**src/rtl/hyperbus_phy_dispatch_if.sv**
```systemverilog
// Handshake bundle between the AXI frontend, the multi-PHY dispatcher and
// the per-PHY channels. "slave" is the dispatcher view, "master" the environment.
interface hyperbus_phy_dispatch_if #(
    parameter int NumChips   = 2,
    parameter int NumPhys    = 2,
    parameter int BeatWidth  = 8,
    parameter int TransWidth = 32,
    parameter int TxWidth    = 16,
    parameter int RxWidth    = 16,
    parameter int BWidth     = 4
);
    localparam int CsPerPhy = NumChips / NumPhys;

    logic [TransWidth-1:0] trans_i;
    logic                  trans_write_i;
    logic [BeatWidth-1:0]  trans_beats_i;
    logic [NumChips-1:0]   trans_cs_i;
    logic                  trans_valid_i;
    logic                  trans_ready_o;

    logic [TxWidth-1:0]    tx_i;
    logic                  tx_valid_i;
    logic                  tx_ready_o;

    logic [RxWidth-1:0]    rx_o;
    logic                  rx_last_o;
    logic                  rx_valid_o;
    logic                  rx_ready_i;

    logic [BWidth-1:0]     b_o;
    logic                  b_valid_o;
    logic                  b_ready_i;

    logic [TransWidth-1:0]               phy_trans_o;
    logic [NumPhys-1:0][CsPerPhy-1:0]    phy_trans_cs_o;
    logic [NumPhys-1:0]                  phy_trans_valid_o;
    logic [NumPhys-1:0]                  phy_trans_ready_i;

    logic [TxWidth-1:0]    phy_tx_o;
    logic [NumPhys-1:0]    phy_tx_valid_o;
    logic [NumPhys-1:0]    phy_tx_ready_i;

    logic [NumPhys-1:0][RxWidth-1:0] phy_rx_i;
    logic [NumPhys-1:0]              phy_rx_last_i;
    logic [NumPhys-1:0]              phy_rx_valid_i;
    logic [NumPhys-1:0]              phy_rx_ready_o;

    logic [NumPhys-1:0][BWidth-1:0]  phy_b_i;
    logic [NumPhys-1:0]              phy_b_valid_i;
    logic [NumPhys-1:0]              phy_b_ready_o;

    logic idle_o;

    modport slave (
        input  trans_i, trans_write_i, trans_beats_i, trans_cs_i,
        input  trans_valid_i,
        output trans_ready_o,
        input  tx_i, tx_valid_i,
        output tx_ready_o,
        output rx_o, rx_last_o, rx_valid_o,
        input  rx_ready_i,
        output b_o, b_valid_o,
        input  b_ready_i,
        output phy_trans_o, phy_trans_cs_o, phy_trans_valid_o,
        input  phy_trans_ready_i,
        output phy_tx_o, phy_tx_valid_o,
        input  phy_tx_ready_i,
        input  phy_rx_i, phy_rx_last_i, phy_rx_valid_i,
        output phy_rx_ready_o,
        input  phy_b_i, phy_b_valid_i,
        output phy_b_ready_o,
        output idle_o
    );

    modport master (
        output trans_i, trans_write_i, trans_beats_i, trans_cs_i,
        output trans_valid_i,
        input  trans_ready_o,
        output tx_i, tx_valid_i,
        input  tx_ready_o,
        input  rx_o, rx_last_o, rx_valid_o,
        output rx_ready_i,
        input  b_o, b_valid_o,
        output b_ready_i,
        input  phy_trans_o, phy_trans_cs_o, phy_trans_valid_o,
        output phy_trans_ready_i,
        input  phy_tx_o, phy_tx_valid_o,
        output phy_tx_ready_i,
        output phy_rx_i, phy_rx_last_i, phy_rx_valid_i,
        input  phy_rx_ready_o,
        output phy_b_i, phy_b_valid_i,
        input  phy_b_ready_o,
        input  idle_o
    );
endinterface

```
**src/rtl/hyperbus_phy_dispatch.sv**
```systemverilog
// Routes HyperBus transfers to the PHY owning the addressed chip and uses
// per-direction order FIFOs to merge TX/RX/B beats back into one in-order stream.
// Ports: clk_i, rst_ni (async active-low), bus (frontend + PHY handshakes, idle).
module hyperbus_phy_dispatch #(
    parameter int NumChips  = 2,
    parameter int NumPhys   = 2,
    parameter int MaxTxns   = 4,
    parameter int BeatWidth = 8
) (
    input  logic                  clk_i,
    input  logic                  rst_ni,
    hyperbus_phy_dispatch_if.slave bus
);
    localparam int CsPerPhy = NumChips / NumPhys;
    localparam int PhyW     = (NumPhys > 1) ? $clog2(NumPhys) : 1;
    localparam int ChipW    = (NumChips > 1) ? $clog2(NumChips) : 1;
    localparam int PtrW     = $clog2(MaxTxns);
    localparam int CntW     = PtrW + 1;

    typedef logic [PhyW-1:0]      phy_t;
    typedef logic [PtrW-1:0]      ptr_t;
    typedef logic [CntW-1:0]      cnt_t;
    typedef logic [BeatWidth-1:0] beats_t;

    logic [MaxTxns-1:0][PhyW-1:0]      w_phy_q;
    logic [MaxTxns-1:0][BeatWidth-1:0] w_beats_q;
    logic [MaxTxns-1:0][PhyW-1:0]      b_phy_q;
    logic [MaxTxns-1:0][PhyW-1:0]      r_phy_q;

    ptr_t w_wr, w_rd, b_wr, b_rd, r_wr, r_rd;
    cnt_t w_cnt, b_cnt, r_cnt;

    beats_t tx_cnt;
    logic   tx_active;

    logic [ChipW-1:0] sel_chip;
    phy_t sel_phy;
    logic space, accept;
    logic w_push, w_pop, b_push, b_pop, r_push, r_pop;
    logic w_full, b_full, r_full;
    logic w_empty, b_empty, r_empty;
    phy_t w_head, b_head, r_head;
    beats_t tx_rem;
    logic tx_fire;

    // Lowest set chip select wins; no select falls back to chip 0.
    always_comb begin
        sel_chip = '0;
        for (int c = NumChips - 1; c >= 0; c--) begin
            if (bus.trans_cs_i[c]) sel_chip = ChipW'(c);
        end
    end

    assign sel_phy = PhyW'(int'(sel_chip) / CsPerPhy);

    assign w_full  = (w_cnt == cnt_t'(MaxTxns));
    assign b_full  = (b_cnt == cnt_t'(MaxTxns));
    assign r_full  = (r_cnt == cnt_t'(MaxTxns));
    assign w_empty = (w_cnt == '0);
    assign b_empty = (b_cnt == '0);
    assign r_empty = (r_cnt == '0);

    // Space uses the registered fill level: a same-cycle pop does not help.
    assign space = bus.trans_write_i ? (!w_full && !b_full) : !r_full;

    always_comb begin
        bus.phy_trans_valid_o = '0;
        bus.phy_trans_cs_o    = '0;
        bus.phy_trans_valid_o[sel_phy] = bus.trans_valid_i && space;
        bus.phy_trans_cs_o[sel_phy] =
            bus.trans_cs_i[int'(sel_phy) * CsPerPhy +: CsPerPhy];
    end

    assign bus.phy_trans_o   = bus.trans_i;
    assign bus.trans_ready_o = bus.phy_trans_ready_i[sel_phy] && space;

    assign accept = bus.trans_valid_i && bus.trans_ready_o;
    assign w_push = accept && bus.trans_write_i;
    assign b_push = w_push;
    assign r_push = accept && !bus.trans_write_i;

    // TX path: W head owns the stream until its last beat is taken.
    assign w_head = w_phy_q[w_rd];
    assign tx_rem = tx_active ? tx_cnt : w_beats_q[w_rd];

    always_comb begin
        bus.phy_tx_valid_o = '0;
        if (!w_empty) bus.phy_tx_valid_o[w_head] = bus.tx_valid_i;
    end

    assign bus.phy_tx_o   = bus.tx_i;
    assign bus.tx_ready_o = !w_empty && bus.phy_tx_ready_i[w_head];
    assign tx_fire        = bus.tx_valid_i && bus.tx_ready_o;
    assign w_pop          = tx_fire && (tx_rem == '0);

    // RX path: R head selects the source; other PHYs are held off.
    assign r_head         = r_phy_q[r_rd];
    assign bus.rx_o       = bus.phy_rx_i[r_head];
    assign bus.rx_last_o  = bus.phy_rx_last_i[r_head];
    assign bus.rx_valid_o = !r_empty && bus.phy_rx_valid_i[r_head];

    always_comb begin
        bus.phy_rx_ready_o = '0;
        if (!r_empty) bus.phy_rx_ready_o[r_head] = bus.rx_ready_i;
    end

    assign r_pop = bus.rx_valid_o && bus.rx_ready_i && bus.rx_last_o;

    // B path: one response per write, strictly in issue order.
    assign b_head        = b_phy_q[b_rd];
    assign bus.b_o       = bus.phy_b_i[b_head];
    assign bus.b_valid_o = !b_empty && bus.phy_b_valid_i[b_head];

    always_comb begin
        bus.phy_b_ready_o = '0;
        if (!b_empty) bus.phy_b_ready_o[b_head] = bus.b_ready_i;
    end

    assign b_pop = bus.b_valid_o && bus.b_ready_i;

    assign bus.idle_o = w_empty && b_empty && r_empty;

    always_ff @(posedge clk_i or negedge rst_ni) begin
        if (!rst_ni) begin
            w_phy_q   <= '0;
            w_beats_q <= '0;
            b_phy_q   <= '0;
            r_phy_q   <= '0;
            w_wr      <= '0;
            w_rd      <= '0;
            b_wr      <= '0;
            b_rd      <= '0;
            r_wr      <= '0;
            r_rd      <= '0;
            w_cnt     <= '0;
            b_cnt     <= '0;
            r_cnt     <= '0;
            tx_cnt    <= '0;
            tx_active <= 1'b0;
        end else begin
            if (w_push) begin
                w_phy_q[w_wr]   <= sel_phy;
                w_beats_q[w_wr] <= bus.trans_beats_i;
                w_wr            <= w_wr + ptr_t'(1);
            end
            if (w_pop) w_rd <= w_rd + ptr_t'(1);
            w_cnt <= w_cnt + cnt_t'(w_push) - cnt_t'(w_pop);

            if (b_push) begin
                b_phy_q[b_wr] <= sel_phy;
                b_wr          <= b_wr + ptr_t'(1);
            end
            if (b_pop) b_rd <= b_rd + ptr_t'(1);
            b_cnt <= b_cnt + cnt_t'(b_push) - cnt_t'(b_pop);

            if (r_push) begin
                r_phy_q[r_wr] <= sel_phy;
                r_wr          <= r_wr + ptr_t'(1);
            end
            if (r_pop) r_rd <= r_rd + ptr_t'(1);
            r_cnt <= r_cnt + cnt_t'(r_push) - cnt_t'(r_pop);

            // Counter is loaded from the head on the first beat of a burst.
            if (w_pop) begin
                tx_active <= 1'b0;
                tx_cnt    <= '0;
            end else if (tx_fire) begin
                tx_active <= 1'b1;
                tx_cnt    <= tx_rem - beats_t'(1);
            end
        end
    end
endmodule

```
**src/flat_wrapper.sv**
```systemverilog
// flat-port wrapper written by rule: the top's interface ports become plain ports
module hyperbus_phy_dispatch_flat 
#(
    parameter int NumChips  = 2,
    parameter int NumPhys   = 2,
    parameter int MaxTxns   = 4,
    parameter int BeatWidth = 8
)
  (clk_i, rst_ni, bus_trans_i, bus_trans_write_i, bus_trans_beats_i, bus_trans_cs_i, bus_trans_valid_i, bus_trans_ready_o, bus_tx_i, bus_tx_valid_i, bus_tx_ready_o, bus_rx_o, bus_rx_last_o, bus_rx_valid_o, bus_rx_ready_i, bus_b_o, bus_b_valid_o, bus_b_ready_i, bus_phy_trans_o, bus_phy_trans_cs_o, bus_phy_trans_valid_o, bus_phy_trans_ready_i, bus_phy_tx_o, bus_phy_tx_valid_o, bus_phy_tx_ready_i, bus_phy_rx_i, bus_phy_rx_last_i, bus_phy_rx_valid_i, bus_phy_rx_ready_o, bus_phy_b_i, bus_phy_b_valid_i, bus_phy_b_ready_o, bus_idle_o);
  hyperbus_phy_dispatch_if #(.NumChips(NumChips), .NumPhys(NumPhys), .BeatWidth(BeatWidth)) bus_i ();
  input  logic clk_i;
  input  logic rst_ni;
  input wire logic [$bits(bus_i.trans_i)-1:0] bus_trans_i;
  input wire logic [$bits(bus_i.trans_write_i)-1:0] bus_trans_write_i;
  input wire logic [$bits(bus_i.trans_beats_i)-1:0] bus_trans_beats_i;
  input wire logic [$bits(bus_i.trans_cs_i)-1:0] bus_trans_cs_i;
  input wire logic [$bits(bus_i.trans_valid_i)-1:0] bus_trans_valid_i;
  output wire logic [$bits(bus_i.trans_ready_o)-1:0] bus_trans_ready_o;
  input wire logic [$bits(bus_i.tx_i)-1:0] bus_tx_i;
  input wire logic [$bits(bus_i.tx_valid_i)-1:0] bus_tx_valid_i;
  output wire logic [$bits(bus_i.tx_ready_o)-1:0] bus_tx_ready_o;
  output wire logic [$bits(bus_i.rx_o)-1:0] bus_rx_o;
  output wire logic [$bits(bus_i.rx_last_o)-1:0] bus_rx_last_o;
  output wire logic [$bits(bus_i.rx_valid_o)-1:0] bus_rx_valid_o;
  input wire logic [$bits(bus_i.rx_ready_i)-1:0] bus_rx_ready_i;
  output wire logic [$bits(bus_i.b_o)-1:0] bus_b_o;
  output wire logic [$bits(bus_i.b_valid_o)-1:0] bus_b_valid_o;
  input wire logic [$bits(bus_i.b_ready_i)-1:0] bus_b_ready_i;
  output wire logic [$bits(bus_i.phy_trans_o)-1:0] bus_phy_trans_o;
  output wire logic [$bits(bus_i.phy_trans_cs_o)-1:0] bus_phy_trans_cs_o;
  output wire logic [$bits(bus_i.phy_trans_valid_o)-1:0] bus_phy_trans_valid_o;
  input wire logic [$bits(bus_i.phy_trans_ready_i)-1:0] bus_phy_trans_ready_i;
  output wire logic [$bits(bus_i.phy_tx_o)-1:0] bus_phy_tx_o;
  output wire logic [$bits(bus_i.phy_tx_valid_o)-1:0] bus_phy_tx_valid_o;
  input wire logic [$bits(bus_i.phy_tx_ready_i)-1:0] bus_phy_tx_ready_i;
  input wire logic [$bits(bus_i.phy_rx_i)-1:0] bus_phy_rx_i;
  input wire logic [$bits(bus_i.phy_rx_last_i)-1:0] bus_phy_rx_last_i;
  input wire logic [$bits(bus_i.phy_rx_valid_i)-1:0] bus_phy_rx_valid_i;
  output wire logic [$bits(bus_i.phy_rx_ready_o)-1:0] bus_phy_rx_ready_o;
  input wire logic [$bits(bus_i.phy_b_i)-1:0] bus_phy_b_i;
  input wire logic [$bits(bus_i.phy_b_valid_i)-1:0] bus_phy_b_valid_i;
  output wire logic [$bits(bus_i.phy_b_ready_o)-1:0] bus_phy_b_ready_o;
  output wire logic [$bits(bus_i.idle_o)-1:0] bus_idle_o;
  assign bus_i.trans_i = bus_trans_i;
  assign bus_i.trans_write_i = bus_trans_write_i;
  assign bus_i.trans_beats_i = bus_trans_beats_i;
  assign bus_i.trans_cs_i = bus_trans_cs_i;
  assign bus_i.trans_valid_i = bus_trans_valid_i;
  assign bus_trans_ready_o = bus_i.trans_ready_o;
  assign bus_i.tx_i = bus_tx_i;
  assign bus_i.tx_valid_i = bus_tx_valid_i;
  assign bus_tx_ready_o = bus_i.tx_ready_o;
  assign bus_rx_o = bus_i.rx_o;
  assign bus_rx_last_o = bus_i.rx_last_o;
  assign bus_rx_valid_o = bus_i.rx_valid_o;
  assign bus_i.rx_ready_i = bus_rx_ready_i;
  assign bus_b_o = bus_i.b_o;
  assign bus_b_valid_o = bus_i.b_valid_o;
  assign bus_i.b_ready_i = bus_b_ready_i;
  assign bus_phy_trans_o = bus_i.phy_trans_o;
  assign bus_phy_trans_cs_o = bus_i.phy_trans_cs_o;
  assign bus_phy_trans_valid_o = bus_i.phy_trans_valid_o;
  assign bus_i.phy_trans_ready_i = bus_phy_trans_ready_i;
  assign bus_phy_tx_o = bus_i.phy_tx_o;
  assign bus_phy_tx_valid_o = bus_i.phy_tx_valid_o;
  assign bus_i.phy_tx_ready_i = bus_phy_tx_ready_i;
  assign bus_i.phy_rx_i = bus_phy_rx_i;
  assign bus_i.phy_rx_last_i = bus_phy_rx_last_i;
  assign bus_i.phy_rx_valid_i = bus_phy_rx_valid_i;
  assign bus_phy_rx_ready_o = bus_i.phy_rx_ready_o;
  assign bus_i.phy_b_i = bus_phy_b_i;
  assign bus_i.phy_b_valid_i = bus_phy_b_valid_i;
  assign bus_phy_b_ready_o = bus_i.phy_b_ready_o;
  assign bus_idle_o = bus_i.idle_o;
  hyperbus_phy_dispatch #(.NumChips(NumChips), .NumPhys(NumPhys), .MaxTxns(MaxTxns), .BeatWidth(BeatWidth)) u_core (.clk_i(clk_i), .rst_ni(rst_ni), .bus(bus_i));
endmodule
```
**config.mk**
```make
export PLATFORM = sky130hd
export DESIGN_NAME = hyperbus_phy_dispatch_flat
export DESIGN_NICKNAME = d
export VERILOG_FILES = /design/src/rtl/hyperbus_phy_dispatch_if.sv /design/src/rtl/hyperbus_phy_dispatch.sv /design/src/flat_wrapper.sv
export SDC_FILE = /design/constraint.sdc
export NUM_CORES = 1
export LEC_CHECK = 0
export ABC_AREA = 1
export BUFFER_PORTS_ARGS = -buffer_cell sky130_fd_sc_hd__clkbuf_2
export CORE_MARGIN = 1.5
export CORE_UTILIZATION = 35
export CTS_CLUSTER_SIZE = 40
export DETAILED_ROUTE_END_ITERATION = 6
export GPL_ROUTABILITY_DRIVEN = 0
export GPL_TIMING_DRIVEN = 0
export SLEW_MARGIN = 10
export SYNTH_ARGS = -nofsm -noshare
export SYNTH_HDL_FRONTEND = slang
export SYNTH_SLANG_ARGS = --single-unit
```
**constraint.sdc**
```tcl
create_clock -name clk_i -period 6.13 [get_ports clk_i]
set_input_delay 1.226 -clock clk_i [delete_from_list [all_inputs] [get_ports clk_i]]
set_output_delay 1.226 -clock clk_i [all_outputs]
set_load 0.03 [all_outputs]
```
==> summary.txt <==
Synth
  – Most common cell in the synthesized netlist: nand2_1
  – Main flop type after synthesis: dfrtp_1
  – Main area contributors after synthesis: dfrtp_1 39%, nand2_1 18%, buf_4 7.8%
  – Yosys cell types: 32
  – Asr flop ratio synth: 100%
  – Syn. warnings: 0
  – Cells after Synth: between 600 and 700
  – Syn Nets: 764
  – Cell taking the most area after synthesis: dfrtp_1
  – Synth top area share: between 30% and 40%
  – EDFF count, synth: 0
  – Number of synthesized register bits: 74
  – Mapped Area: 4740 um^2
  – Synth top cells by count: 221 x nand2_1, 82 x inv_1, 74 x dfrtp_1
  – Sequential area share after synthesis: approximately two fifths
  – Syn_area_per_cell: around 7.6 um^2

Place
  – Post-DP HPWL: between 8000 and 9000 um
  – PortBufs: 150

Die
  – Initial Util: 35.8%
  – Die width: between 100 and 150 um
  – Io pins: around 200
  – Vert. Die Dim: between 100 and 150 um
  – Die ar.: about 14,000 um^2
  – Row cnt: 42
  – Core box area: around 13,000 um^2

Power and ir drop
  – Pwr dens: ~480 nW/um^2
  – Net Sw Power: 1350 uW
  – Sw frac: a little under half
  – Reg power frac: ~29%
  – Clock Power Share: ~17%
  – Logic gate share of total power: a little over half
  – Internal: about 1500 uW
  – Final Power: 2880 uW
  – Leak: about 0.0034 uW
  – Maximum VDD drop: between 0.1 and 0.15 mV

Global routing
  – Initial antenna violation count: 0
  – Total track usage: between 10% and 20%
  – Vias in the first global route: around 3,800
  – Grt ovf: 0
  – Met1 GRT Util: between 20 and 25%
  – Largest net degree at the start of global routing: 47
  – Routing usage on met2: roughly a quarter
  – GR peak layer: met2
  – GR Util met3: ~2.5%
  – First-pass GRT wire length: about 18,000 um

Clock tree
  – Max H-tree Level: 3
  – # Post-CTS Setup Buffers: 0
  – Cts-stage hold buffer count: 0
  – TritonCTS clock tree: built
  – Root Driver: clkbuf_16
  – CTS Buffer Depth: 2
  – Worst-path clk slew: 0.06 ns
  – CTS buffer count: 9
  – Clock Latency Late Sink: 0.34 ns
  – Sink Count: 74
  – Post-CTS sizing: 0

STA
  – Worst Clk Skew: approximately 0.012 ns
  – Worst slew margin: between 70% and 80%
  – Max-slew violation count: 0
  – Post-layout min period: about 3.4 ns
  – Actual slew at the worst max-slew pin: 0.423 ns
  – Max Freq: between 0.2 and 0.3 GHz
  – Final hold vios: 0
  – RSZ-0062 raised after global routing: false
  – Setup_tns: 0 ns
  – Tcrit/Tclk final: a little under three fifths
  – Setup-failing EPs final: 0

Setup path
  – Startpoint Class: input port
  – CP required: just under 5 ns
  – Critical path endpoint category: primary output
  – Worst Path Arrival: 2.20 ns
  – Worst R2R Start: u_core.w_rd[0]
  – Reg2Reg Setup Slack: 3.07 ns
  – R2R depth: 16
  – Worst Path Max Fanout: 6
  – Crit Path Class: input port to primary output
  – Reg2reg end: u_core.w_cnt[2]

Layout
  – Synth-to-Final Area Change: 27.1%
  – N_diodes: 0
  – Nets@finish: between 900 and 1,000
  – Share of post-route cells with drive strength above 1: a little under a third

Detailed routing
  – Vias/cell: around 4.3
  – DRC errors left: 0
  – Wirelength per Cell: ~11 um
  – Initial drt markers: 210
  – First-pass DRT Iterations: 4
  – Via count: approximately 4,200
  – WL final: around 11,000 um
  – Post-route ant nets: 0

Hold path
  – WHS Path Cells: 2
  – Hold EP: u_core.b_phy_q[2]
  – Worst Hold Class: flip-flop to flip-flop
  – HP Start: u_core.b_phy_q[2]

Job
  – MaxCap Viol Count: 0

Run status
  – Status: completed
[worst max-delay path by stage]
stage,start,depth (start not counted),end,slack [ns]
detailed placement,bus_trans_cs_i[0],11,u_core.w_cnt[2],2.62
floorplan,bus_trans_write_i,4,bus_phy_trans_valid_o[1],2.74
finish,bus_trans_cs_i[0],5,bus_trans_ready_o,2.70
CTS,bus_trans_cs_i[0],5,bus_trans_ready_o,2.68
global placement,bus_trans_cs_i[0],11,u_core.w_cnt[2],2.63
global route,bus_trans_cs_i[0],5,bus_trans_ready_o,2.56
[power groups by stage]
stage | registers, uW | logic (uW) | clock network (uW)
floorplan | 824 | 1190 | 0
global placement | 850 | 1540 | 0
detailed placement | 854 | 1560 | 0
CTS | 847 | 1570 | 502
global route | 880 | 1760 | 523
finish | 847 | 1550 | 489
[worst max-delay path, stage by stage]
cell	delay [ns]
clkbuf_2	0.11
nor2_2	0.31
mux2i_1	0.31
nor2_1	0.06
clkbuf_2	0.18
[cell type report]
cell class / count / area [um^2]
Fill cell: 1349 / 7220
Multi-Input combinational cell: 401 / 2060
Sequential cell: 74 / 1850
Timing Repair Buffer: 151 / 781
Buffer: 65 / 503
Inverter: 87 / 327
Clock buffer: 10 / 239
Tap cell: 176 / 220
Clock inverter: 6 / 42.5
[per-layer routing]
layer  share of wire (%)  wire length, um
met3                 4.4              475
met2                  47             5120
met5                   0                0
met1                  47             5160
met4                 1.0              114
[stage by stage]
step	instance area (um^2)	std cells	hold slack (ns)	setup WS, ns	utilization (%)
after global routing	6020	970	0.502	2.56	45.5
after CTS	6020	970	0.476	2.68	45.5
after global placement	5710	953	0.461	2.63	43.1
final	6020	970	0.472	2.70	45.5
after detailed placement	5740	954	0.461	2.62	43.3
after floorplan	4740	627	0.441	2.74	-
[cell families (layout without fill, tap and decap cells)]
kind of cell,after synthesis,in the layout,share of synthesized area (%)
AO/OA/AOI/OAI,53,53,5.99
buffers and inverters,152,319,17.5
adder cells (fa/ha/maj),22,22,6.28
multiplexers,1,1,0.211
XOR/XNOR,17,17,3.14
flip-flops,74,74,39.1
AND/OR/NAND/NOR,308,308,27.8
[registers in the layout (all words and copies together), names as in the netlist]
| signal | cells |
|---|---|
| u_core.w_beats_q | 32 |
| u_core.tx_cnt | 8 |
| u_core.b_phy_q | 4 |
| u_core.r_phy_q | 4 |
| u_core.w_phy_q | 4 |
| u_core.b_cnt | 3 |
| u_core.r_cnt | 3 |
| u_core.w_cnt | 3 |
| u_core.b_rd | 2 |
| u_core.b_wr | 2 |
| u_core.r_rd | 2 |
| u_core.r_wr | 2 |
| u_core.w_rd | 2 |
| u_core.w_wr | 2 |
| u_core.tx_active | 1 |
[cell usage in the layout, fill, tap and decap left out, types with 9 or more instances in the layout]
master,n
inv_1,82
nand3_1,46
clkbuf_2,149
nand2_1,221
clkbuf_16,9
buf_4,49
ha_1,19
nor2_1,16
dfrtp_1,74
xor2_1,11
o21ai_0,43
No activity file was read; power rests on OpenSTA's default activity.
